## config.mk

```make
export PLATFORM = sky130hd
export DESIGN_NAME = if_fetch_queue
export DESIGN_NICKNAME = d
export VERILOG_FILES = /design/src/rtl/if_fetch_queue_pkg.sv /design/src/rtl/if_fetch_queue_fifo.sv /design/src/rtl/if_fetch_queue.sv
export SDC_FILE = /design/constraint.sdc
export NUM_CORES = 1
export LEC_CHECK = 0
export CORE_MARGIN = 4
export CORE_UTILIZATION = 44
export DETAILED_ROUTE_END_ITERATION = 8
export PLACE_DENSITY = 0.67
export SLEW_MARGIN = 25
export SYNTH_ARGS = -nofsm -noshare
export SYNTH_HDL_FRONTEND = slang
export SYNTH_SLANG_ARGS = --single-unit
```

## constraint.sdc

```tcl
create_clock -name clk -period 3.5 [get_ports clk]
set_input_delay 0.525 -clock clk [delete_from_list [all_inputs] [get_ports clk]]
set_output_delay 0.525 -clock clk [all_outputs]
set_load 0.01 [all_outputs]
```

## src/rtl/if_fetch_queue_pkg.sv

```systemverilog
// Shared definitions for the fetch queue: entry layout, exception bit
// index, reset PC default and drop-counter width.
package if_fetch_queue_pkg;

  localparam logic [31:0] RESET_PC_DEFAULT = 32'hBFC00000;

  localparam int FQ_PC_W   = 32;
  localparam int FQ_INST_W = 32;
  localparam int FQ_EXC_W  = 1;

  // Exception vector bit carrying an instruction-fetch address error.
  localparam int EXC_ADEL  = 0;

  // Responses still owed by the icache for squashed requests. Redirects
  // can stack, so this is wider than the credit counter.
  localparam int DROP_W    = 8;

  typedef struct packed {
    logic [FQ_PC_W-1:0]   pc;
    logic [FQ_INST_W-1:0] inst;
    logic [FQ_EXC_W-1:0]  exc;
  } fq_entry_t;

  localparam int FQ_ENTRY_W = $bits(fq_entry_t);

  function automatic fq_entry_t make_entry(input logic [FQ_PC_W-1:0] pc,
                                           input logic [FQ_INST_W-1:0] inst,
                                           input logic adel);
    fq_entry_t e;
    e.pc            = pc;
    e.inst          = inst;
    e.exc           = '0;
    e.exc[EXC_ADEL] = adel;
    return e;
  endfunction

endpackage

```

## src/rtl/if_fetch_queue_fifo.sv

```systemverilog
// Synchronous FIFO with clear, used for the request-PC FIFO and the
// instruction queue. DEPTH must be a power of two (>= 2). A push is taken
// at full when a pop happens in the same cycle; clear wins over both.
module if_fetch_queue_fifo #(
  parameter int WIDTH = 32,
  parameter int DEPTH = 4
) (
  input  logic                   clk,
  input  logic                   rst_n,
  input  logic                   clr_i,
  input  logic                   push_i,
  input  logic [WIDTH-1:0]       wdata_i,
  input  logic                   pop_i,
  output logic [WIDTH-1:0]       rdata_o,
  output logic                   full_o,
  output logic                   empty_o,
  output logic [$clog2(DEPTH):0] count_o
);

  localparam int PTR_W = $clog2(DEPTH);
  localparam int CNT_W = PTR_W + 1;

  logic [WIDTH-1:0] mem_q [DEPTH];
  logic [PTR_W-1:0] wr_ptr_q, wr_ptr_d;
  logic [PTR_W-1:0] rd_ptr_q, rd_ptr_d;
  logic [CNT_W-1:0] count_q, count_d;
  logic             push_eff, pop_eff;

  // Status flags, effective push/pop and next pointer/count values.
  always_comb begin
    full_o   = (count_q == CNT_W'(DEPTH));
    empty_o  = (count_q == '0);
    pop_eff  = pop_i & ~empty_o;
    push_eff = push_i & (~full_o | pop_eff);
    wr_ptr_d = wr_ptr_q;
    rd_ptr_d = rd_ptr_q;
    count_d  = count_q;
    if (clr_i) begin
      wr_ptr_d = '0;
      rd_ptr_d = '0;
      count_d  = '0;
    end else begin
      if (push_eff) wr_ptr_d = wr_ptr_q + PTR_W'(1);
      if (pop_eff)  rd_ptr_d = rd_ptr_q + PTR_W'(1);
      count_d = count_q + CNT_W'(push_eff) - CNT_W'(pop_eff);
    end
  end

  assign rdata_o = mem_q[rd_ptr_q];
  assign count_o = count_q;

  // Pointer and occupancy registers.
  always_ff @(posedge clk or negedge rst_n) begin
    if (!rst_n) begin
      wr_ptr_q <= '0;
      rd_ptr_q <= '0;
      count_q  <= '0;
    end else begin
      wr_ptr_q <= wr_ptr_d;
      rd_ptr_q <= rd_ptr_d;
      count_q  <= count_d;
    end
  end

  // Storage array; contents need no reset since occupancy gates reads.
  always_ff @(posedge clk) begin
    if (push_eff && !clr_i) mem_q[wr_ptr_q] <= wdata_i;
  end

endmodule

```

## src/rtl/if_fetch_queue.sv

```systemverilog
// IF stage: owns the fetch PC, issues pipelined icache requests under a
// credit limit of FQ_DEPTH, queues returned instructions for ID and
// squashes queued/in-flight fetches on redirect (flush beats branch).
// Build option IFQ_BYPASS_EN: a response arriving at an empty queue is
// presented to ID combinationally in the same cycle.
//
// Handshakes: a transfer occurs on a rising edge where valid and ready are
// both high. valid never depends on ready. req_valid_o may drop without a
// transfer when a redirect arrives; id_* is cleared by a redirect.
module if_fetch_queue
  import if_fetch_queue_pkg::*;
#(
  parameter logic [31:0] RESET_PC = RESET_PC_DEFAULT,
  parameter int          FQ_DEPTH = 4
) (
  input  logic        clk,
  input  logic        rst_n,
  input  logic        flush_i,
  input  logic [31:0] flush_pc_i,
  input  logic        br_en_i,
  input  logic [31:0] br_pc_i,
  output logic        req_valid_o,
  output logic [31:0] req_addr_o,
  input  logic        req_ready_i,
  input  logic        rsp_valid_i,
  input  logic [31:0] rsp_inst_i,
  output logic        id_valid_o,
  input  logic        id_ready_i,
  output logic [31:0] id_pc_o,
  output logic [31:0] id_inst_o,
  output logic        id_adel_o
);

  localparam int CNT_W = $clog2(FQ_DEPTH) + 1;

  logic [31:0]           pc_q, pc_d;
  logic                  halt_q, halt_d;
  logic                  fetch_en_q, fetch_en_d;
  logic [CNT_W-1:0]      outst_q, outst_d;
  logic [DROP_W-1:0]     drop_q, drop_d;

  logic                  redirect;
  logic [31:0]           redirect_pc;
  logic [CNT_W:0]        inflight;
  logic                  req_fire, rsp_drop, rsp_take, rsp_cnt;
  logic                  adel_push, byp_active, byp_consumed;
  logic                  q_push, q_pop, q_full, q_empty;
  logic [CNT_W-1:0]      q_count;
  logic [FQ_ENTRY_W-1:0] q_wdata, q_rdata;
  fq_entry_t             q_head;
  logic [31:0]           pcf_head;
  logic                  pcf_full, pcf_empty;
  logic [CNT_W-1:0]      pcf_count;

  // Fetch control: credits, request issue, response routing, AdEL insertion.
  always_comb begin
    redirect    = flush_i | br_en_i;
    redirect_pc = flush_i ? flush_pc_i : br_pc_i;
    inflight    = {1'b0, q_count} + {1'b0, outst_q};
    req_valid_o = fetch_en_q & ~halt_q & ~redirect &
                  (inflight < (CNT_W+1)'(FQ_DEPTH)) & (pc_q[1:0] == 2'b00);
    req_addr_o  = pc_q;
    req_fire    = req_valid_o & req_ready_i;
    rsp_drop    = rsp_valid_i & (drop_q != '0);
    rsp_take    = rsp_valid_i & (drop_q == '0) & ~pcf_empty & ~redirect;
    // A response retires either one owed drop or one outstanding request.
    rsp_cnt     = rsp_valid_i & ((drop_q != '0) | ~pcf_empty);
    q_pop       = ~q_empty & id_ready_i & ~redirect;
    adel_push   = fetch_en_q & ~halt_q & ~redirect & (pc_q[1:0] != 2'b00) &
                  (outst_q == '0) & (drop_q == '0) & (~q_full | q_pop);
`ifdef IFQ_BYPASS_EN
    byp_active  = q_empty & rsp_take;
`else
    byp_active  = 1'b0;
`endif
    byp_consumed = byp_active & id_ready_i;
    q_push       = (rsp_take & ~byp_consumed) | adel_push;
    q_wdata      = adel_push ? make_entry(pc_q, 32'h0, 1'b1)
                             : make_entry(pcf_head, rsp_inst_i, 1'b0);
  end

  // ID-side view: queue head, or the live response when bypassing.
  always_comb begin
    q_head     = fq_entry_t'(q_rdata);
    id_valid_o = ~q_empty;
    id_pc_o    = q_head.pc;
    id_inst_o  = q_head.inst;
    id_adel_o  = q_head.exc[EXC_ADEL];
    if (byp_active) begin
      id_valid_o = 1'b1;
      id_pc_o    = pcf_head;
      id_inst_o  = rsp_inst_i;
      id_adel_o  = 1'b0;
    end
  end

  // Next-state for PC, halt, outstanding-request and drop counters.
  always_comb begin
    fetch_en_d = 1'b1;
    pc_d       = pc_q;
    halt_d     = halt_q;
    outst_d    = outst_q;
    drop_d     = drop_q;
    if (redirect) begin
      pc_d    = redirect_pc;
      halt_d  = 1'b0;
      outst_d = '0;
      drop_d  = drop_q + DROP_W'(outst_q) - DROP_W'(rsp_cnt);
    end else begin
      if (req_fire)  pc_d   = pc_q + 32'd4;
      if (adel_push) halt_d = 1'b1;
      outst_d = outst_q + CNT_W'(req_fire) - CNT_W'(rsp_take);
      drop_d  = drop_q - DROP_W'(rsp_drop);
    end
  end

  // Fetch state registers.
  always_ff @(posedge clk or negedge rst_n) begin
    if (!rst_n) begin
      pc_q       <= RESET_PC;
      halt_q     <= 1'b0;
      fetch_en_q <= 1'b0;
      outst_q    <= '0;
      drop_q     <= '0;
    end else begin
      pc_q       <= pc_d;
      halt_q     <= halt_d;
      fetch_en_q <= fetch_en_d;
      outst_q    <= outst_d;
      drop_q     <= drop_d;
    end
  end

  // PCs of outstanding requests, paired with responses in order.
  if_fetch_queue_fifo #(.WIDTH(32), .DEPTH(FQ_DEPTH)) u_pc_fifo (
    .clk     (clk),
    .rst_n   (rst_n),
    .clr_i   (redirect),
    .push_i  (req_fire),
    .wdata_i (pc_q),
    .pop_i   (rsp_take),
    .rdata_o (pcf_head),
    .full_o  (pcf_full),
    .empty_o (pcf_empty),
    .count_o (pcf_count)
  );

  // Instruction queue feeding ID.
  if_fetch_queue_fifo #(.WIDTH(FQ_ENTRY_W), .DEPTH(FQ_DEPTH)) u_inst_q (
    .clk     (clk),
    .rst_n   (rst_n),
    .clr_i   (redirect),
    .push_i  (q_push),
    .wdata_i (q_wdata),
    .pop_i   (q_pop),
    .rdata_o (q_rdata),
    .full_o  (q_full),
    .empty_o (q_empty),
    .count_o (q_count)
  );

`ifndef SYNTHESIS
  // Protocol and bookkeeping checks for simulation.
  always @(posedge clk) begin
    if (rst_n) begin
      assert (!(rsp_valid_i && outst_q == '0 && drop_q == '0));
      assert (pcf_count == outst_q);
      assert (!(req_fire && pcf_full));
    end
  end
`endif

endmodule

```

Word level (Yosys, flattened, before mapping)
Memory sizes are Yosys's and may differ from the RTL's.
Index checks and enable logic that the tools add are counted.
Word-level totals
  memories kept: 2
  logic and storage cells: 101
  bits in writable memories: 388
  register bits after elaboration: 59
  input bits: 103
  output and inout bits: 99
Memory list
  u_inst_q.mem_q: words 4, width 65, rd ports 1, clocked after Yosys merged registers in 0, write ports 1, RTL line if_fetch_queue_fifo.sv:23  | logic [WIDTH-1:0] mem_q [DEPTH];
  u_pc_fifo.mem_q: words 4, width 32, rd ports 1, clocked after Yosys merged registers in 0, write ports 1, RTL line if_fetch_queue_fifo.sv:23
Cells by class
  $lt $le $gt $ge: 1
  mux-type cells: 22
  bitwise logic cells: 32
  equality and inequality tests: 2
  $add $sub $neg: 15
  reduce and logical (&&, ||, !) cells: 16
Operators by type and width (count)
  32-bit two-way mux: 3
  65-bit two-way mux: 1
  32-bit by 3-bit adder with 32-bit output, second input constant: 1
  1-bit bitwise AND: 20
  2-bit two-way mux: 8
  8-bit by 1-bit subtractor with 8-bit output: 2
  2-bit nonzero test: 7
  3-bit by 1-bit adder with 3-bit output: 3
  3-bit logical NOT: 3
  3-bit two-way mux: 3
  3-bit by 1-bit subtractor with 3-bit output: 3
  2-bit by 1-bit adder with 2-bit output, second input constant: 4
  8-bit by 3-bit adder with 8-bit output: 1
  8-bit logical NOT: 1
  8-bit two-way mux: 1
  8-bit nonzero test: 1
  3-bit equality test, second input constant: 2
  1-bit two-way mux: 6
  1-bit NOT: 6
  1-bit OR: 6
  3-bit by 3-bit adder with 4-bit output: 1
  4-bit by 3-bit less-than comparator with 1-bit output, second input constant: 1
  1-bit logical AND: 2
  2-bit logical NOT: 1
  1-bit logical NOT: 1

Depth between registers and ports, before layout
  depth after elaboration: 12
  depth in mapped cells: 14
  depth with buffers taken out: 14

Modules after synthesis
Synthesis repeated with hierarchy kept, for this count alone.
Second synthesis, totals
  cell total of the unflattened synthesis: 1055
  area total of the unflattened synthesis: 18968.2 sq um
By module, submodules not included
  if_fetch_queue_fifo (u_inst_q): sequential area each 7982.7 sq um, instances 1, cells an instance 385, area each 9882.0 sq um
  if_fetch_queue_fifo (u_pc_fifo): sequential area each 4018.9 sq um, instances 1, cells an instance 213, area each 5112.4 sq um
  if_fetch_queue: sequential area each 1137.3 sq um, instances 1, cells an instance 457, area each 3973.8 sq um

Least setup slack after synthesis
OpenSTA, ideal clock, no wires.
  path type: input to register
  start: input port br_en_i
  end: memory u_inst_q.mem_q[1][0] (netlist bit), enable pin
  cell stages on the path: 4
  data arrival time: 3.245 ns
  setup slack: -0.175 ns
  data required time: 3.070 ns
  library setup time: 0.430 ns
  cell sequence: or4b_4 > nand4b_1 > a21oi_1 > and2_1
Between the ends
  word-level cells in the longest chain between the ends: 12
  elaborated cells between the ends (all ways): 18
  classes of those cells: mux (2); bitwise (14); reduce/logical (2)
Ends and longest elaborated chain
  start, declared: RTL line if_fetch_queue.sv:20  | input logic br_en_i,
  1-bit OR *: RTL line if_fetch_queue.sv:57  | redirect = flush_i | br_en_i;
  1-bit NOT: RTL line if_fetch_queue.sv:65, if_fetch_queue.sv:68, if_fetch_queue.sv:69
  1-bit bitwise AND (3 in a row): RTL line if_fetch_queue.sv:69  | adel_push = fetch_en_q & ~halt_q & ~redirect & (pc_q[1:0] != 2'b00) &
  1-bit bitwise AND (2 in a row): RTL line if_fetch_queue.sv:70  | (outst_q == '0) & (drop_q == '0) & (~q_full | q_pop);
  1-bit OR: RTL line if_fetch_queue.sv:77  | q_push = (rsp_take & ~byp_consumed) | adel_push;
  1-bit bitwise AND: RTL line if_fetch_queue_fifo.sv:34  | push_eff = push_i & (~full_o | pop_eff);
  1-bit logical AND *: RTL line if_fetch_queue_fifo.sv:67  | if (push_eff && !clr_i) mem_q[wr_ptr_q] <= wdata_i;
  1-bit two-way mux *: RTL line if_fetch_queue_fifo.sv:67
  1-bit two-way mux (implied by the code) *: RTL line if_fetch_queue_fifo.sv:67
  end, declared: RTL line if_fetch_queue_fifo.sv:23
Mark *: on every way between the ends. The rest lies on a longest branch, timed or not.

Worst setup path after layout
  start: register u_inst_q.count_q[2] (netlist: u_inst_q.count_o[2])
  end: output port req_valid_o
Between the ends
  word-level cells in the longest chain between the ends: 4
Ends and longest elaborated chain
  start, declared: RTL line if_fetch_queue_fifo.sv:26  | logic [CNT_W-1:0] count_q, count_d;
  start signal, assigned: RTL line if_fetch_queue_fifo.sv:61  | count_q <= count_d;
  3-bit by 3-bit adder with 4-bit output: RTL line if_fetch_queue.sv:59  | inflight = {1'b0, q_count} + {1'b0, outst_q};
  4-bit by 3-bit less-than comparator with 1-bit output: RTL line if_fetch_queue.sv:61  | (inflight < (CNT_W+1)'(FQ_DEPTH)) & (pc_q[1:0] == 2'b00);
  1-bit bitwise AND: RTL line if_fetch_queue.sv:60  | req_valid_o = fetch_en_q & ~halt_q & ~redirect &
  1-bit bitwise AND: RTL line if_fetch_queue.sv:61
  end, declared: RTL line if_fetch_queue.sv:22  | output logic req_valid_o,
Every way passes these cells.

==> key figures <==
Die
  • Die Wd: 215 um
  • Initial Utilization: 44.8%
  • Core ar.: 42100 um^2
  • Rows: 75
  • Die area: 46200 um^2
  • Die H: 215 um
  • # IOs: 202

STA
  • Max Slew Vio Count: 0
  • Final period utilization: 92.9%
  • Setup WS post-layout: 0.248 ns
  • Rel. slew slack: 50.1%
  • Final Hold Fails: 0
  • Fmax: 0.307 GHz
  • Final min period: 3.25 ns
  • Final Setup Violations: 0
  • Unrepaired setup endpoints after global routing: no
  • Clock Skew: 0.0222 ns
  • Worst-Margin Slew: 0.748 ns

Synth
  • Gate Count Post-Synth: 1064
  • Main area contributors after synthesis: edfxtp_1 (62%), mux4_2 (12%), dfrtp_1 (6.6%)
  • Cell variety after synth: 63
  • Syn. warnings: 0
  • Post-synthesis sequential area ratio: 69.7%
  • Cell taking the most area after synthesis: edfxtp_1
  • Yosys reg bits: 447
  • Mapped Area: 18900 um^2
  • EDFF count, synth: 388
  • Syn nets: 1205
  • Async set or reset register ratio after synthesis: 13.2%
  • Average cell area after synthesis: 17.7 um^2
  • Synth Flop Type: edfxtp_1
  • Synth top area share: 61.8%

Finish
  • Share of layout cells above drive strength 1: 22.1%
  • Final net count: 1472
  • Diode count: 0
  • Area delta synth->final: 25.4%
  • Final instance area: 23700 um^2
  • Commonest non-fill, non-tap cell in the layout: edfxtp_1
  • Commonest non-fill, non-tap cells in the layout: edfxtp_1 (388), clkdlybuf4s50_1 (199), mux4_2 (97), clkbuf_16 (47), dfrtp_1 (47)
  • Fill cells: 3229

Clock network
  • CTS tree: yes
  • Clk slew on worst S/H paths: 0.06 ns
  • # Post-CTS Setup Buffers: 0
  • Clk_lat worst skew: 0.56 ns
  • CTS root buf: clkbuf_16
  • Clock buffer depth: 3
  • H-tree lvl count: 2
  • Total CTS buffers: 45
  • # clock sinks: 447

Drt
  • Vias: 10800
  • First drt pass iteration count: 5
  • Total Wirelength: 45200 um
  • DR WL/cell: 23.8 um
  • Vias per inst: 5.68
  • DRT iter0 DRCs: 880
  • DRC Markers: 0
  • Final ANT Viol Nets: 0

Place
  • Port Buffer Count: 201
  • Pre-CTS setup slack: -0.0645 ns
  • Placed inst area: 22100 um^2
  • Post-DP HPWL: 30800 um
  • GP Congestion: 0.841

Critical path
  • Crit path kind: reg -> out
  • WP data arrival: 2.73 ns
  • CP delay by family, top: simple AND/OR/NAND/NOR gates
  • Crit-path cells: ha_1 > or3_1 > nor4b_2 > buf_4 > clkdlybuf4s50_1
  • Crit-path max FO: 3
  • Crit path buf inv count: 2
  • Worst path max stage delay: 0.54 ns
  • Slowest-stage cell, CP: clkdlybuf4s50_1
  • CP required: 2.97 ns
  • Worst Setup End Kind: primary output
  • Crit start category: flop

Power and ir drop
  • Pwr Density: 515 nW/um^2
  • P_leak: 7.98 nW
  • Worst vdd ir: 0.000307 V
  • Final Total Pwr: 12.2 mW

Global route
  • Vias in the first global route: 11000
  • GRT Total Usage: 19.5%
  • GR Overflow Total: 0
  • Largest net degree at the start of global routing: 40
  • Initial antenna violation count: 0
  • First-pass GRT wire length: 69100 um

Status
  • Status: completed

Job
  • Max-Cap Viols: 0

Hold path
  • Worst hold path class: in -> async
==> layer usage <==
layer | track usage (%) | wire, um | up-vias
met5 | 0 | 0 | -
met1 | 28.5 | 19800 | 5586
met3 | 3.02 | 2820 | 50
met4 | 4.75 | 861 | 0
met2 | 31.2 | 21700 | 394
li1 | - | - | 4772
==> path summary, 6_finish.rpt <==
kind                                       from                   end  slack [ns]  cells after the start
hold / removal                            rst_n        req_addr_o[18]        0.01                      1
max in group asynchronous                 rst_n        req_addr_o[22]        2.79                      2
min in group clk                        flush_i        req_addr_o[29]        0.48                      4
setup / recovery            u_inst_q.count_o[2]           req_valid_o        0.25                      5
setup reg to reg                      drop_q[5]             drop_q[6]        0.32                     14
hold reg to reg            u_inst_q.wr_ptr_q[0]  u_inst_q.wr_ptr_q[0]        0.56                      1
==> through the flow <==
stage,hold WS (ns),TNS (ns),util [%],instances
after global placement,0.533,0,52.5,1823
after CTS,0.00559,0,56.1,1903
final,0.0111,0,56.1,1903
after floorplan,0.229,0,-,1064
after detailed placement,0.537,-0.113,52.5,1823
after global routing,0.0386,0,56.1,1903
==> power by group <==
group | total, mW | internal [mW] | switching [mW]
registers | 6.04 | 5.90 | 0.142
clock network | 4.92 | 2.95 | 1.97
logic | 1.22 | 0.587 | 0.631
==> area by class of cell <==
| type | instances | area [um^2] | share of cell area, % |
|---|---|---|---|
| clock inverter | 24 | 282 | 1.19 |
| inverter | 43 | 161 | 0.682 |
| clock buffer | 56 | 1240 | 5.24 |
| timing repair buffer | 268 | 2770 | 11.7 |
| multi-input combinational | 526 | 5390 | 22.8 |
| tap | 539 | 674 | 2.85 |
| sequential | 447 | 13100 | 55.6 |
==> flip-flops by register name (all words and copies together) (netlist names) <==
name	count
drop_q	8
fetch_en_q	1
halt_q	1
outst_q	3
req_addr_o	32
u_inst_q.count_o	3
u_inst_q.mem_q	260
u_inst_q.rd_ptr_q	2
u_inst_q.wr_ptr_q	2
u_pc_fifo.count_o	3
u_pc_fifo.mem_q	128
u_pc_fifo.rd_ptr_q	2
u_pc_fifo.wr_ptr_q	2
==> logic make-up (layout without fill, tap and decap cells) <==
| kind of cell | count (synthesis) | count (layout) | share of synthesized area (%) |
|---|---|---|---|
| DFF | 447 | 447 | 69.7 |
| and+or+nand+nor | 216 | 216 | 6.43 |
| muxes | 144 | 144 | 14.3 |
| AOI/OAI and AO/OA | 103 | 103 | 3.86 |
| buffers and inverters | 91 | 391 | 1.92 |
| adders and majority gates | 38 | 38 | 2.68 |
| xor gates and xnor gates | 24 | 24 | 1.11 |
| other | 1 | 1 | 0.0199 |
==> Yosys cell counts, types with 18 or more instances <==
library cell	n
a21oi_1	18
clkbuf_1	28
dfrtp_1	50
edfxtp_1	388
ha_1	34
inv_1	43
mux2_2	34
mux4_2	97
nand2_1	38
nand3_1	22
nor2_1	34
nor2b_1	36
==> timing repair <==
action / in CTS / in global routing
hold buffers: 0 / 0
gates resized for setup: 0 / 1
endpoints found under the setup margin: 0 / 1
Note: power is estimated with default switching activity, not from simulation.
